File: src/rtl/level_loader_pkg.sv
// Shared types and default parameters for the level-setup datapath.
package level_loader_pkg;

  localparam int unsigned NUM_OBSTACLES_DEF = 8;
  localparam int unsigned LEVEL_COUNT_DEF   = 4;
  localparam int unsigned COORD_W_DEF       = 11;
  localparam int unsigned LEVEL_W           = 4;
  localparam int unsigned LIFE_INIT         = 3;

  typedef enum logic [1:0] {
    IDLE,
    WAIT_FRAME,
    WRITE,
    DONE
  } level_loader_state_t;

  typedef struct packed {
    logic [COORD_W_DEF-1:0] x;
    logic [COORD_W_DEF-1:0] y;
    logic                   enable;
  } obstacle_t;

endpackage

File: src/rtl/level_loader_if.sv
// Valid/ready write port into the obstacle register bank.
interface level_loader_if
  import level_loader_pkg::*;
#(
  parameter int unsigned NUM_OBSTACLES = NUM_OBSTACLES_DEF,
  parameter int unsigned COORD_W       = COORD_W_DEF
);
  localparam int unsigned IDX_W = $clog2(NUM_OBSTACLES);

  logic               wr_valid;
  logic               wr_ready;
  logic [IDX_W-1:0]   wr_index;
  logic [COORD_W-1:0] wr_topLeftX;
  logic [COORD_W-1:0] wr_topLeftY;
  logic               wr_enable;

  modport master (
    output wr_valid, wr_index, wr_topLeftX, wr_topLeftY, wr_enable,
    input  wr_ready
  );

  modport slave (
    input  wr_valid, wr_index, wr_topLeftX, wr_topLeftY, wr_enable,
    output wr_ready
  );
endinterface

File: src/rtl/level_loader_rom.sv
// Combinational obstacle layout table, indexed by (level mod LEVEL_COUNT, slot).
module level_rom
  import level_loader_pkg::*;
#(
  parameter int unsigned NUM_OBSTACLES = NUM_OBSTACLES_DEF,
  parameter int unsigned LEVEL_COUNT   = LEVEL_COUNT_DEF,
  parameter int unsigned COORD_W       = COORD_W_DEF,
  localparam int unsigned IDX_W        = $clog2(NUM_OBSTACLES)
) (
  input  logic [LEVEL_W-1:0] level,
  input  logic [IDX_W-1:0]   index,
  output logic [COORD_W-1:0] x,
  output logic [COORD_W-1:0] y,
  output logic               enable
);

  logic [31:0] layout;
  logic [31:0] slot;
  logic [7:0]  mask;

  always_comb begin
    layout = 32'(level) % LEVEL_COUNT;
    slot   = 32'(index);
    x      = '0;
    y      = '0;
    mask   = '0;
    case (layout)
      32'd0: begin
        x    = COORD_W'(32'd32 + 32'd64 * slot);
        y    = COORD_W'(32'd64);
        mask = 8'hFF;
      end
      32'd1: begin
        x    = COORD_W'(32'd100 + 32'd48 * slot);
        y    = COORD_W'(32'd96 + 32'd16 * slot);
        mask = 8'h7F;
      end
      32'd2: begin
        x    = COORD_W'(32'd50 + 32'd70 * slot);
        y    = COORD_W'(32'd200 + (slot[0] ? 32'd40 : 32'd0));
        mask = 8'hAA;
      end
      default: begin
        x    = COORD_W'(32'd600 - 32'd40 * slot);
        y    = COORD_W'(32'd300 - 32'd20 * slot);
        mask = 8'h55;
      end
    endcase
    // Enable pattern repeats every 8 slots for larger obstacle counts.
    enable = mask[slot[2:0]];
  end

endmodule

File: src/rtl/level_loader.sv
// Loads the per-level obstacle layout into the obstacle bank, starting on a frame boundary.
module level_loader
  import level_loader_pkg::*;
#(
  parameter int unsigned NUM_OBSTACLES = NUM_OBSTACLES_DEF,
  parameter int unsigned LEVEL_COUNT   = LEVEL_COUNT_DEF,
  parameter int unsigned COORD_W       = COORD_W_DEF
) (
  input  logic               clk,
  input  logic               resetN,
  input  logic               reset_level,
  input  logic [LEVEL_W-1:0] level,
  input  logic               startOfFrame,
  level_loader_if.master     wr,
  output logic               loading,
  output logic               level_ready
);

  localparam int unsigned      IDX_W = $clog2(NUM_OBSTACLES);
  localparam logic [IDX_W-1:0] LAST  = IDX_W'(NUM_OBSTACLES - 1);

  level_loader_state_t state, state_n;
  logic [IDX_W-1:0]    index, index_n;
  logic [LEVEL_W-1:0]  load_level, load_level_n;
  logic [LEVEL_W-1:0]  loaded_level, loaded_level_n;
  logic                loaded_valid, loaded_valid_n;

  logic [COORD_W-1:0]  rom_x;
  logic [COORD_W-1:0]  rom_y;
  logic                rom_enable;

  // Addressed by next-state values so the registered beat lines up with the state.
  level_rom #(
    .NUM_OBSTACLES(NUM_OBSTACLES),
    .LEVEL_COUNT  (LEVEL_COUNT),
    .COORD_W      (COORD_W)
  ) u_rom (
    .level (load_level_n),
    .index (index_n),
    .x     (rom_x),
    .y     (rom_y),
    .enable(rom_enable)
  );

  always_comb begin
    state_n        = state;
    index_n        = index;
    load_level_n   = load_level;
    loaded_level_n = loaded_level;
    loaded_valid_n = loaded_valid;
    unique case (state)
      IDLE: begin
        if (reset_level && (!loaded_valid || level != loaded_level)) begin
          load_level_n = level;
          state_n      = WAIT_FRAME;
        end
      end
      WAIT_FRAME: begin
        if (level != load_level) load_level_n = level;
        if (startOfFrame) begin
          index_n = '0;
          state_n = WRITE;
        end
      end
      WRITE: begin
        if (wr.wr_valid && wr.wr_ready) begin
          if (index == LAST) state_n = DONE;
          else               index_n = index + 1'b1;
        end
      end
      DONE: begin
        loaded_level_n = load_level;
        loaded_valid_n = 1'b1;
        state_n        = IDLE;
      end
      default: state_n = IDLE;
    endcase
  end

  always_ff @(posedge clk or negedge resetN) begin
    if (!resetN) begin
      state          <= IDLE;
      index          <= '0;
      load_level     <= '0;
      loaded_level   <= '0;
      loaded_valid   <= 1'b0;
      wr.wr_valid    <= 1'b0;
      wr.wr_index    <= '0;
      wr.wr_topLeftX <= '0;
      wr.wr_topLeftY <= '0;
      wr.wr_enable   <= 1'b0;
      loading        <= 1'b0;
    end else begin
      state        <= state_n;
      index        <= index_n;
      load_level   <= load_level_n;
      loaded_level <= loaded_level_n;
      loaded_valid <= loaded_valid_n;
      loading      <= (state_n != IDLE);
      wr.wr_valid  <= (state_n == WRITE);
      if (state_n == WRITE) begin
        wr.wr_index    <= index_n;
        wr.wr_topLeftX <= rom_x;
        wr.wr_topLeftY <= rom_y;
        wr.wr_enable   <= rom_enable;
      end else begin
        wr.wr_index    <= '0;
        wr.wr_topLeftX <= '0;
        wr.wr_topLeftY <= '0;
        wr.wr_enable   <= 1'b0;
      end
    end
  end

  assign level_ready = (state == IDLE) && loaded_valid && (loaded_level == level);

endmodule
File: src/flat_wrapper.sv
// flat-port wrapper written by rule: the top's interface ports become plain ports
module level_loader_flat import level_loader_pkg::*;
#(
  parameter int unsigned NUM_OBSTACLES = NUM_OBSTACLES_DEF,
  parameter int unsigned LEVEL_COUNT   = LEVEL_COUNT_DEF,
  parameter int unsigned COORD_W       = COORD_W_DEF
)
  (clk, resetN, reset_level, level, startOfFrame, loading, level_ready, wr_wr_valid, wr_wr_index, wr_wr_topLeftX, wr_wr_topLeftY, wr_wr_enable, wr_wr_ready);
  level_loader_if #(.NUM_OBSTACLES(NUM_OBSTACLES), .COORD_W(COORD_W)) wr_i ();
  input  logic clk;
  input  logic resetN;
  input  logic reset_level;
  input  logic [LEVEL_W-1:0] level;
  input  logic startOfFrame;
  output logic loading;
  output logic level_ready;
  output wire logic [$bits(wr_i.wr_valid)-1:0] wr_wr_valid;
  output wire logic [$bits(wr_i.wr_index)-1:0] wr_wr_index;
  output wire logic [$bits(wr_i.wr_topLeftX)-1:0] wr_wr_topLeftX;
  output wire logic [$bits(wr_i.wr_topLeftY)-1:0] wr_wr_topLeftY;
  output wire logic [$bits(wr_i.wr_enable)-1:0] wr_wr_enable;
  input wire logic [$bits(wr_i.wr_ready)-1:0] wr_wr_ready;
  assign wr_wr_valid = wr_i.wr_valid;
  assign wr_wr_index = wr_i.wr_index;
  assign wr_wr_topLeftX = wr_i.wr_topLeftX;
  assign wr_wr_topLeftY = wr_i.wr_topLeftY;
  assign wr_wr_enable = wr_i.wr_enable;
  assign wr_i.wr_ready = wr_wr_ready;
  level_loader #(.NUM_OBSTACLES(NUM_OBSTACLES), .LEVEL_COUNT(LEVEL_COUNT), .COORD_W(COORD_W)) u_core (.clk(clk), .resetN(resetN), .reset_level(reset_level), .level(level), .startOfFrame(startOfFrame), .wr(wr_i), .loading(loading), .level_ready(level_ready));
endmodule
File: config.mk
export PLATFORM = sky130hd
export DESIGN_NAME = level_loader_flat
export DESIGN_NICKNAME = d
export VERILOG_FILES = /design/src/rtl/level_loader_pkg.sv /design/src/rtl/level_loader_if.sv /design/src/rtl/level_loader_rom.sv /design/src/rtl/level_loader.sv /design/src/flat_wrapper.sv
export SDC_FILE = /design/constraint.sdc
export NUM_CORES = 1
export LEC_CHECK = 0
export BUFFER_PORTS_ARGS = -buffer_cell sky130_fd_sc_hd__buf_4
export CORE_ASPECT_RATIO = 1.75
export CORE_MARGIN = 2
export CORE_UTILIZATION = 35
export CTS_CLUSTER_DIAMETER = 150
export CTS_CLUSTER_SIZE = 8
export DETAILED_ROUTE_END_ITERATION = 8
export HOLD_SLACK_MARGIN = 0.03
export PLACE_DENSITY = 0.54
export SETUP_SLACK_MARGIN = 0.15
export SYNTH_ARGS = -nofsm -noshare
export SYNTH_HDL_FRONTEND = slang
export SYNTH_SLANG_ARGS = --single-unit
File: constraint.sdc
create_clock -name clk -period 3.2 [get_ports clk]
set_input_delay 0.16 -clock clk [delete_from_list [all_inputs] [get_ports clk]]
set_output_delay 0.16 -clock clk [all_outputs]
set_load 0.02 [all_outputs]
==> reports/metrics.yaml, run 1 <==
floorplanning:
  rows: 38
  die_area_mm2: 0.00714
  start_util_pct: 36.3
  die_y_um: 110
  die_w_um: 64.7
  core_area_mm2: 0.00623
  ios: 38
power:
  p_switching_uw: 1150
  powerDensity_mw_per_mm2: 866
  power_frac_clock_pct: 15.7
  leakagePower_uw: 0.00136
  switching_share_pct: 44.7
  total_power_uw: 2570
  p_seq_share_pct: 26.2
  p_int_uw: 1420
  p_comb_share_pct: 58.0
  max-vdd-ir-drop_mv: 0.268
placement:
  port_buffers: 31
  dp_hpwl_um: 4590
  place.gp.congestion: 0.938
clocking:
  cts_tree: "done"
  cts_buffer_depth: 2
  root_buffer: "clkbuf_8"
  clk_pin_slew_ns: 0.07
  htree_levels: 2
  clock_latency_ns: 0.29
  numCtsBuffers: 5
  cts.sinks: 36
timing:
  hold_viol: 0
  finalSetupViolCount: 0
  max_freq_mhz: 327
  timing.final.crit_period_ns: 3.06
  fin_skew_ns: 0.00161
  rsz0062_at_grt: "yes"
  slew_viol_final: 0
  post-route-period-util_pct: 95.5
  fin_tns_setup_ns: 0
yosys:
  synthFlopType: "dfrtp_1"
  synth_async_sr_flop_share_pct: 100
  seq_area_frac_synth_pct: 39.9
  synth_top_area_cell: "dfrtp_1"
  netlist_instances: 223
  synth_edf_count: 0
  synth_cell_type_count: 56
  synth.top_cell.area_share_pct: 39.9
  syn-cell-area_mm2: 0.00226
  synth_common_cells: "36 x dfrtp_1, 19 x ha_1, 14 x a21oi_1, 14 x nand3_1, 14 x nor2_1"
  yosysWarnings: 0
  synth_seq_cells: 36
  yosys-top-cells-area: "dfrtp_1 40%, ha_1 11%, xnor2_1 3.9%, a21oi_1 3.1%, nand3_1 3.1%"
  post-synth-top-count-cell: "dfrtp_1"
  synth_area_per_cell_um2: 10.1
global_route:
  antenna_found_initial: 0
  grt_usage_pct: 18.1
  grt-ovfl-total: 0
  grt_pass1_vias: 1914
  grt_max_degree: 37
  grt_first_pass_wirelength_um: 9500
drt:
  via_count: 1873
  drt-initial-drc-count: 87
  drc: 0
  routed_wl_um: 6140
  via_per_inst: 5.22
  wl_per_cell_um: 17.1
  dr.pass1.iters: 4
  ant_nets: 0
outcome:
  status: "finished, final reports clean"
critical_path:
  crit_required_ns: 3.41
  critPathKind: "reg -> reg"
  cp-start-kind: "flop"
  path_max_fanout: 4
  cp-end-kind: "flop"
  critical_path_arrival_ns: 3.27
cells_and_area:
  area_growth_pct: 31.6
  fillers: 582
  nets: 307
  multi_input_area_mm2: 0.00140
  regArea_um2: 901
  drive_gt1_share_pct: 39.4
  antenna-diode-count: 0
job:
  max_cap_viol_count: 0
hold_path:
  min_path_type: "in -> reg"
-- flip-flops by register name, indices dropped and copies added, names as in the netlist --
name / flops
u_core.index: 3
u_core.load_level: 4
u_core.loaded_level: 4
u_core.wr.wr_topLeftY: 7
u_core.wr.wr_enable: 1
u_core.wr.wr_valid: 1
u_core.loaded_valid: 1
u_core.state: 2
u_core.loading: 1
u_core.wr.wr_topLeftX: 9
u_core.wr.wr_index: 3
-- power by group through the flow --
stage,Sequential (uW),Clock [uW],Combinational (uW)
final,675,405,1490
after global routing,688,433,1640
after CTS,679,415,1420
after detailed placement,689,0,1370
after global placement,686,0,1360
after floorplan,760,0,899
-- metrics by stage --
stage,util [%],area (um^2),hold slack (ns),std cells,setup slack (ns)
after CTS,45.7,2850,0.104,350,0.143
after global routing,47.7,2970,0.105,359,0.0117
final,47.7,2970,0.113,359,0.143
after floorplan,-,2310,-0.136,228,0.131
after global placement,42.6,2650,0.152,339,0.00118
after detailed placement,42.6,2650,0.154,339,0.0101
-- cells in the final DEF, fill, tap and decap left out, types with 3 or more instances in the layout --
cell type,Yosys,layout
nand4_1,4,4
ha_4,0,4
nand3_1,14,13
nor3_1,5,4
a21oi_1,14,13
dfrtp_1,36,36
a31oi_1,4,4
conb_1,1,6
inv_2,5,8
clkbuf_8,0,5
inv_1,10,5
nand2_1,12,12
buf_4,6,52
mux2_2,6,6
o21ai_0,7,6
o211ai_1,3,3
nor2_1,14,14
xnor2_1,10,9
ha_1,19,13
-- area by class of cell --
type	instances	area share, %
clock buffer	5	2.32
clock inverter	3	1.43
inverter	15	2.06
multi-input combinational	167	47.0
sequential	36	30.3
tap	80	3.37
timing repair buffer	53	13.5
-- critical path: stages, from the launching register on --
cell and delay [ns]:
dfrtp_1 0.37, inv_2 0.06, ha_4 0.27, a21bo_4 0.23, nor3_4 0.21, o21ai_2 0.09
inv_2 0.09, ha_4 0.15, inv_4 0.04, fa_2 0.61, inv_2 0.06, ha_4 0.15
o211ai_1 0.14, xor2_1 0.21, nand3_1 0.11, a31oi_1 0.18
-- cell families after synthesis --
family	count (synthesis)	share of synthesized area [%]
flip-flops	36	39.9
AO/OA/AOI/OAI	52	17.2
multiplexers	6	2.99
buffers and inverters	25	5.26
AND/OR/NAND/NOR	70	17.7
adder cells (fa/ha/maj)	20	11.4
other	1	0.166
XOR/XNOR	13	5.37
-- per-layer routing --
| layer | vias to the layer above | part of all wire [%] | GRT usage (%) | wire length [um] |
|---|---|---|---|---|
| met5 | - | 0 | 0 | 0 |
| met4 | 0 | 4.3 | 10.5 | 263 |
| met3 | 18 | 2.8 | 2.94 | 170 |
| met2 | 43 | 57 | 34.9 | 3510 |
| met1 | 912 | 36 | 17.7 | 2190 |
| li1 | 900 | - | - | - |
-- path summary, 6_finish.rpt --
path,startpoint,endpoint,slack [ns],depth (start not counted)
worst min-delay path,level[3],u_core.load_level[3]$_DFFE_PN0P_,0.11,2
max in group asynchronous,resetN,u_core.wr.wr_topLeftX[7]$_DFF_PN0_,2.51,2
worst max register to register,u_core.state[0]$_DFF_PN0_,u_core.wr.wr_topLeftX[4]$_DFF_PN0_,0.14,15
worst min register to register,u_core.load_level[3]$_DFFE_PN0P_,u_core.loaded_level[3]$_DFFE_PN0N_,0.51,1
worst max-delay path,u_core.state[0]$_DFF_PN0_,u_core.wr.wr_topLeftX[4]$_DFF_PN0_,0.14,15
min in group asynchronous,resetN,u_core.loaded_level[3]$_DFFE_PN0N_,0.35,2
-- repair_timing --
action | CTS | global route
endpoints found under the setup margin | 6 | 8
pin swaps | 6 | 13
hold endpoints to repair | 36 | 0
buffers inserted | 2 | 9
hold buffers | 1 | 0
resized for setup | 9 | 14
No activity file was read; power rests on OpenSTA's default activity.
==> run 2: changes to the inputs <==
PLACE_DENSITY = 0.52   (was 0.54)
SLEW_MARGIN = 20   (was unset)
clock period = 2.85 ns   (was 3.2 ns; I/O delays follow)
==> reports/metrics.yaml, run 2 (same netlist as run 1, synthesis figures left out) <==
cells_and_area:
  largest_register: "u_core.wr.wr_topLeftX"  # unchanged
  multi_input_area_mm2: 0.00156  # was 0.00140 mm^2
  post-route-util_pct: 55.1  # was 47.7%
  area_growth_pct: 51.9  # was 31.6%
  fillers: 557  # was 582
  reg_top3: "u_core.wr.wr_topLeftX x9, u_core.wr.wr_topLeftY x7"  # unchanged
  largest_register_ffs: 9  # unchanged
  mostFrequentLayoutCells: "78 x buf_4, 36 x dfrtp_1, 13 x nand3_1, 13 x nor2_1, 10 x ha_4"  # was 52 x buf_4, 36 x dfrtp_1, 14 x nor2_1
  drive_gt1_share_pct: 52.7  # was 39.4%
  nets: 341  # was 307
  antenna-diode-count: 0  # unchanged
  regArea_um2: 901  # unchanged
  layout_commonest_cell: "buf_4"  # unchanged
global_route:
  antenna_found_initial: 0  # unchanged
  grt_pass1_vias: 2086  # was 1914
  grt-ovfl-total: 0  # unchanged
  grt_max_degree: 37  # unchanged
  grt_usage_pct: 19.0  # was 18.1%
  grt_first_pass_wirelength_um: 10100  # was 9500 um
timing:
  rsz0062_at_grt: "yes"  # unchanged
  max_freq_mhz: 331  # was 327 MHz
  finalSetupViolCount: 7  # was 0
  slew_viol_final: 0  # unchanged
  holdWs_ns: 0.101  # was 0.113 ns
  fin_skew_ns: 0.00538  # was 0.00161 ns
  fin_ws_ns: -0.169  # was 0.143 ns
  timing.final.crit_period_ns: 3.02  # was 3.06 ns
  post-route-period-util_pct: 106  # was 95.5%
  hold_viol: 0  # unchanged
hold_path:
  min_path_type: "in -> reg"  # unchanged
critical_path:
  cp-start-kind: "flop"  # unchanged
  crit_required_ns: 3.04  # was 3.41 ns
  critPathKind: "reg -> reg"  # unchanged
  path_cells: "inv_2 -> ha_4 -> a21boi_4 -> a41oi_2 -> o21ai_2 -> inv_2 -> ha_4 -> inv_4 -> fa_2 -> buf_6 -> nor2b_4 -> o221ai_2 -> or4_1 -> o311ai_1"  # was inv_2 -> ha_4 -> a21bo_4 -> nor3_4 -> o21ai_2 -> inv_2 -> ha_4 -> inv_4 -> fa_2 -> inv_2 -> ha_4 -> o211ai_1 -> xor2_1 -> nand3_1 -> a31oi_1
  cp_top_family: "adder cells"  # unchanged
  cp-end-kind: "flop"  # unchanged
  critical_path_arrival_ns: 3.21  # was 3.27 ns
  critPathSlowestCell: "fa_2"  # unchanged
  path_max_fanout: 4  # unchanged
  slowest_delay_ns: 0.49  # was 0.61 ns
  path_buf_inv: 4  # unchanged
power:
  max-vdd-ir-drop_mv: 0.418  # was 0.268 mV
  powerDensity_mw_per_mm2: 940  # was 866 mW/mm^2
  leakagePower_uw: 0.00156  # was 0.00136 uW
  total_power_uw: 3220  # was 2570 uW
placement:
  place.gp.congestion: 0.961  # was 0.938
  dp_hpwl_um: 4730  # was 4590 um
  port_buffers: 31  # unchanged
outcome:
  status: "finished, violations left"  # was finished, final reports clean
  violations: "setup timing"
drt:
  via_count: 2043  # was 1873
  via_per_inst: 5.20  # was 5.22
  drt-initial-drc-count: 67  # was 87
  routed_wl_um: 6620  # was 6140 um
  wl_per_cell_um: 16.8  # was 17.1 um
  ant_nets: 0  # unchanged
  drc: 0  # unchanged
  dr.pass1.iters: 4  # unchanged
floorplanning:
  die_area_mm2: 0.00714  # unchanged
  die_y_um: 110  # unchanged
  start_util_pct: 36.3  # unchanged
  die_w_um: 64.7  # unchanged
  ios: 38  # unchanged
  rows: 38  # unchanged
  core_area_mm2: 0.00623  # unchanged
clocking:
  cts_buffer_depth: 2  # unchanged
  root_buffer: "clkbuf_8"  # unchanged
  cts.sinks: 36  # unchanged
  numCtsBuffers: 5  # unchanged
  clk_pin_slew_ns: 0.07  # about the same
  htree_levels: 2  # unchanged
  clock_latency_ns: 0.29  # about the same
  cts_tree: "done"  # unchanged
job:
  max_cap_viol_count: 0  # unchanged
run 2: cell count changes in the layout (fill, tap and decap cells not counted), moves of 3 or more:
cell and delta:
buf_4 +26, buf_6 +6, ha_4 +6, a21oi_1 -4
ha_1 -4, o21ai_0 -4, a21oi_2 +3, nand2_1 -3
o21ai_1 +3, xnor2_1 -3, xnor2_2 +3
run 2: stage by stage:
| step | cells | area (um^2) | setup slack [ns] | setup TNS, ns |
|---|---|---|---|---|
| 3_3_place_gp | 359 | 2820 | -0.306 | -1.31 |
| 2_1_floorplan | 228 | 2310 | -0.219 | -0.894 |
| 4_1_cts | 387 | 3290 | -0.113 | -0.321 |
| 3_5_place_dp | 359 | 2820 | -0.338 | -1.39 |
| 6_report | 393 | 3430 | -0.169 | -0.506 |
| 5_1_grt | 393 | 3430 | -0.330 | -1.60 |
run 2: final timing paths:
check	to	startpoint	cells past startpoint	slack, ns
max	u_core.wr.wr_topLeftX[7]$_DFF_PN0_	u_core.state[0]$_DFF_PN0_	14	-0.17
min	u_core.load_level[2]$_DFFE_PN0P_	level[2]	2	0.10
max reg2reg	u_core.wr.wr_topLeftX[7]$_DFF_PN0_	u_core.state[0]$_DFF_PN0_	14	-0.17
min reg2reg	u_core.load_level[3]$_DFFE_PN0P_	u_core.load_level[3]$_DFFE_PN0P_	1	0.52
max in group asynchronous	u_core.loaded_level[3]$_DFFE_PN0N_	resetN	2	2.18
min in group asynchronous	u_core.state[1]$_DFF_PN0_	resetN	2	0.33
run 2: layer usage:
metal	up-vias	GRT usage, %	part of all wire (%)
met3	13	1.62	1.9
met1	1011	18.9	36
met4	0	7.29	2.7
met2	49	39.2	60
met5	-	0	0
li1	970	-	-
run 2: what timing repair did:
item,in CTS,in global routing
cloned,0,0
pin swaps,22,18
setup endpoints to repair,10,19
setup buffers,19,6
hold buffers,1,0
hold endpoints to repair,36,0
gates resized for setup,39,20
run 2: worst register-to-register path, delay by kind of cell, from the launching register on:
kind	cells	cell delay (ns)
flip-flops	1	0.38
AND/OR/NAND/NOR	2	0.53
AO/OA/AOI/OAI	5	0.71
buffers and inverters	4	0.36
adder cells (fa/ha/maj)	3	0.94
run 2: power by group:
part	switching, uW	internal (uW)
Clock	191	260
Combinational	1120	896
Sequential	87.9	669
run 2: cell type report:
class	instances	area share [%]
multi-input combinational	167	45.5
sequential	36	26.3
timing repair buffer	87	20.5
tap	80	2.92
clock buffer	6	2.12
inverter	15	1.71
clock inverter	2	1.02
==> run 3: changes to the inputs <==
CORE_MARGIN = 1.5   (was 2)
==> reports/metrics.yaml, run 3 (same netlist as run 1, synthesis figures left out) <==
cells_and_area:
  reg_top3: "u_core.wr.wr_topLeftX x9, u_core.wr.wr_topLeftY x7"  # unchanged
  drive_gt1_share_pct: 53.5  # was 52.7%
  largest_register: "u_core.wr.wr_topLeftX"  # unchanged
  antenna-diode-count: 0  # unchanged
  mostFrequentLayoutCells: "71 x buf_4, 36 x dfrtp_1, 18 x buf_6"  # was 78 x buf_4, 36 x dfrtp_1, 13 x nand3_1, 13 x nor2_1, 10 x ha_4
  largest_register_ffs: 9  # unchanged
  fillers: 534  # was 557
  area_growth_pct: 55.7  # was 51.9%
  nets: 346  # was 341
  design_area_mm2: 0.00352  # was 0.00343 mm^2
  layout_commonest_cell: "buf_4"  # unchanged
job:
  max_cap_viol_count: 0  # unchanged
critical_path:
  crit_required_ns: 3.06  # was 3.04 ns
  path_cells: "inv_2 -> ha_4 -> a21boi_4 -> nand4_1 -> a32o_2 -> ha_4 -> inv_4 -> fa_2 -> ha_4 -> xnor2_2 -> xnor2_1 -> o21ai_1 -> o311ai_1"  # was inv_2 -> ha_4 -> a21boi_4 -> a41oi_2 -> o21ai_2 -> inv_2 -> ha_4 -> inv_4 -> fa_2 -> buf_6 -> nor2b_4 -> o221ai_2 -> or4_1 -> o311ai_1
  critPathSlowestCell: "fa_2"  # unchanged
  critPathKind: "reg -> reg"  # unchanged
  reg2reg_slack_ns: -0.17  # about the same
  r2r-start: "u_core.state[0]$_DFF_PN0_"  # unchanged
  worstReg2RegEnd: "u_core.wr.wr_topLeftX[7]$_DFF_PN0_"  # unchanged
  slowest_delay_ns: 0.48  # was 0.49 ns
  critPathMostFrequentCell: "ha_4"
  path_max_fanout: 4  # unchanged
  reg2regPathDepth: 13  # was 14
  cp-end-kind: "flop"  # unchanged
  critical_path_arrival_ns: 3.22  # was 3.21 ns
  cp-start-kind: "flop"  # unchanged
clocking:
  cts_tree: "done"  # unchanged
  root_buffer: "clkbuf_8"  # unchanged
  cts.sinks: 36  # unchanged
  numCtsBuffers: 5  # unchanged
  htree_levels: 2  # unchanged
  cts_buffer_depth: 2  # unchanged
  clk_pin_slew_ns: 0.08  # was 0.07 ns
  clock_latency_ns: 0.31  # was 0.29 ns
drt:
  via_per_inst: 5.26  # was 5.20
  routed_wl_um: 6850  # was 6620 um
  wl_per_cell_um: 17.2  # was 16.8 um
  via_count: 2092  # was 2043
  drt-initial-drc-count: 105  # was 67
  ant_nets: 0  # unchanged
  drc: 0  # unchanged
  dr.pass1.iters: 4  # unchanged
global_route:
  grt-ovfl-total: 0  # unchanged
  grt_usage_pct: 20.7  # was 19.0%
  grt_first_pass_wirelength_um: 10800  # was 10100 um
  grt_pass1_vias: 2177  # was 2086
  grt_max_degree: 37  # unchanged
  antenna_found_initial: 0  # unchanged
timing:
  hold_viol: 0  # unchanged
  slew_viol_final: 0  # unchanged
  max_freq_mhz: 331  # about the same
  fin_ws_ns: -0.167  # was -0.169 ns
  holdWs_ns: 0.0907  # was 0.101 ns
  fin_skew_ns: 0.00644  # was 0.00538 ns
  fin_tns_setup_ns: -0.628  # was -0.506 ns
  post-route-period-util_pct: 106  # about the same
  finalSetupViolCount: 6  # was 7
  timing.final.crit_period_ns: 3.02  # about the same
  rsz0062_at_grt: "yes"  # unchanged
hold_path:
  hold_path_end: "u_core.load_level[2]$_DFFE_PN0P_"  # unchanged
  min_path_cells: 2  # unchanged
  min_path_type: "in -> reg"  # unchanged
  hp-start: "level[2]"  # unchanged
floorplanning:
  die_w_um: 63.7  # was 64.7 um
  die_y_um: 109  # was 110 um
  start_util_pct: 36.3  # unchanged
  die_area_mm2: 0.00696  # was 0.00714 mm^2
  rows: 38  # unchanged
  ios: 38  # unchanged
  core_area_mm2: 0.00623  # unchanged
power:
  powerDensity_mw_per_mm2: 983  # was 940 mW/mm^2
  total_power_uw: 3460  # was 3220 uW
  leakagePower_uw: 0.00159  # was 0.00156 uW
  max-vdd-ir-drop_mv: 0.386  # was 0.418 mV
placement:
  dpl-instance-area_mm2: 0.00280  # was 0.00282 mm^2
  place.gp.congestion: 0.934  # was 0.961
  port_buffers: 31  # unchanged
  dp_hpwl_um: 4700  # was 4730 um
outcome:
  violations: "setup timing"  # unchanged
  status: "finished, violations left"  # unchanged
==> run 3: cell types whose count changed in the layout (fill, tap and decap cells not counted), sizes merged <==
| cell | before | now |
|---|---|---|
| buf | 86 | 91 |
==> run 3: area by class of cell <==
type / instances / area (um^2) / area share [%]
multi-input combinational: 167 / 1560 / 44.3
sequential: 36 / 901 / 25.6
timing repair buffer: 92 / 786 / 22.3
inverter: 15 / 66.3 / 1.89
clock buffer: 6 / 72.6 / 2.06
clock inverter: 2 / 35.0 / 0.996
tap: 80 / 100 / 2.85
==> run 3: per-stage QoR <==
stage	setup WS [ns]	instances	util, %
6_report	-0.167	398	56.5
5_1_grt	-0.329	398	56.5
2_1_floorplan	-0.219	228	-
3_5_place_dp	-0.258	359	45.0
4_1_cts	-0.153	392	53.2
3_3_place_gp	-0.181	359	45.0
==> run 3: routing by layer <==
layer  vias to the layer above  wire [um]  global-route usage (%)
met5                         -          0                       0
met4                         0        302                    12.9
met3                        24        198                    2.99
met2                        52       3960                    38.5
met1                      1032       2390                    21.5
li1                        984          -                       -
==> run 3: report_power, final <==
group	total [uW]	internal, uW	switching, uW
Sequential	760	669	90.5
Clock	459	260	200
Combinational	2240	1050	1190
Total	3460	1980	1480
==> run 3: worst max-delay path, delay by kind of cell (launching register included) <==
kind                     cells  cell delay [ns]
AO/OA/AOI/OAI                4             0.84
XOR/XNOR                     2             0.30
adder cells (fa/ha/maj)      4             1.15
buffers and inverters        2             0.12
flip-flops                   1             0.39
AND/OR/NAND/NOR              1             0.13
==> run 3: worst max path at each step <==
| stage | startpoint | end | slack [ns] | depth (start not counted) |
|---|---|---|---|---|
| 6_report | u_core.state[0]$_DFF_PN0_ | u_core.wr.wr_topLeftX[7]$_DFF_PN0_ | -0.17 | 13 |
| 3_3_place_gp | u_core.state[1]$_DFF_PN0_ | u_core.wr.wr_topLeftX[7]$_DFF_PN0_ | -0.18 | 15 |
| 5_1_grt | u_core.state[1]$_DFF_PN0_ | u_core.wr.wr_topLeftX[7]$_DFF_PN0_ | -0.33 | 13 |
| 3_5_place_dp | u_core.state[0]$_DFF_PN0_ | u_core.wr.wr_topLeftX[7]$_DFF_PN0_ | -0.26 | 13 |
| 4_1_cts | u_core.state[1]$_DFF_PN0_ | u_core.wr.wr_topLeftX[7]$_DFF_PN0_ | -0.15 | 13 |
| 2_1_floorplan | u_core.state[1]$_DFF_PN0_ | u_core.wr.wr_topLeftX[4]$_DFF_PN0_ | -0.22 | 15 |
==> run 3: what timing repair did <==
item                       CTS  global route
setup buffers               24             6
pin swaps                   19            18
hold buffers                 1             0
resized for setup           38            34
setup endpoints to repair    9            20
hold endpoints to repair    36             0
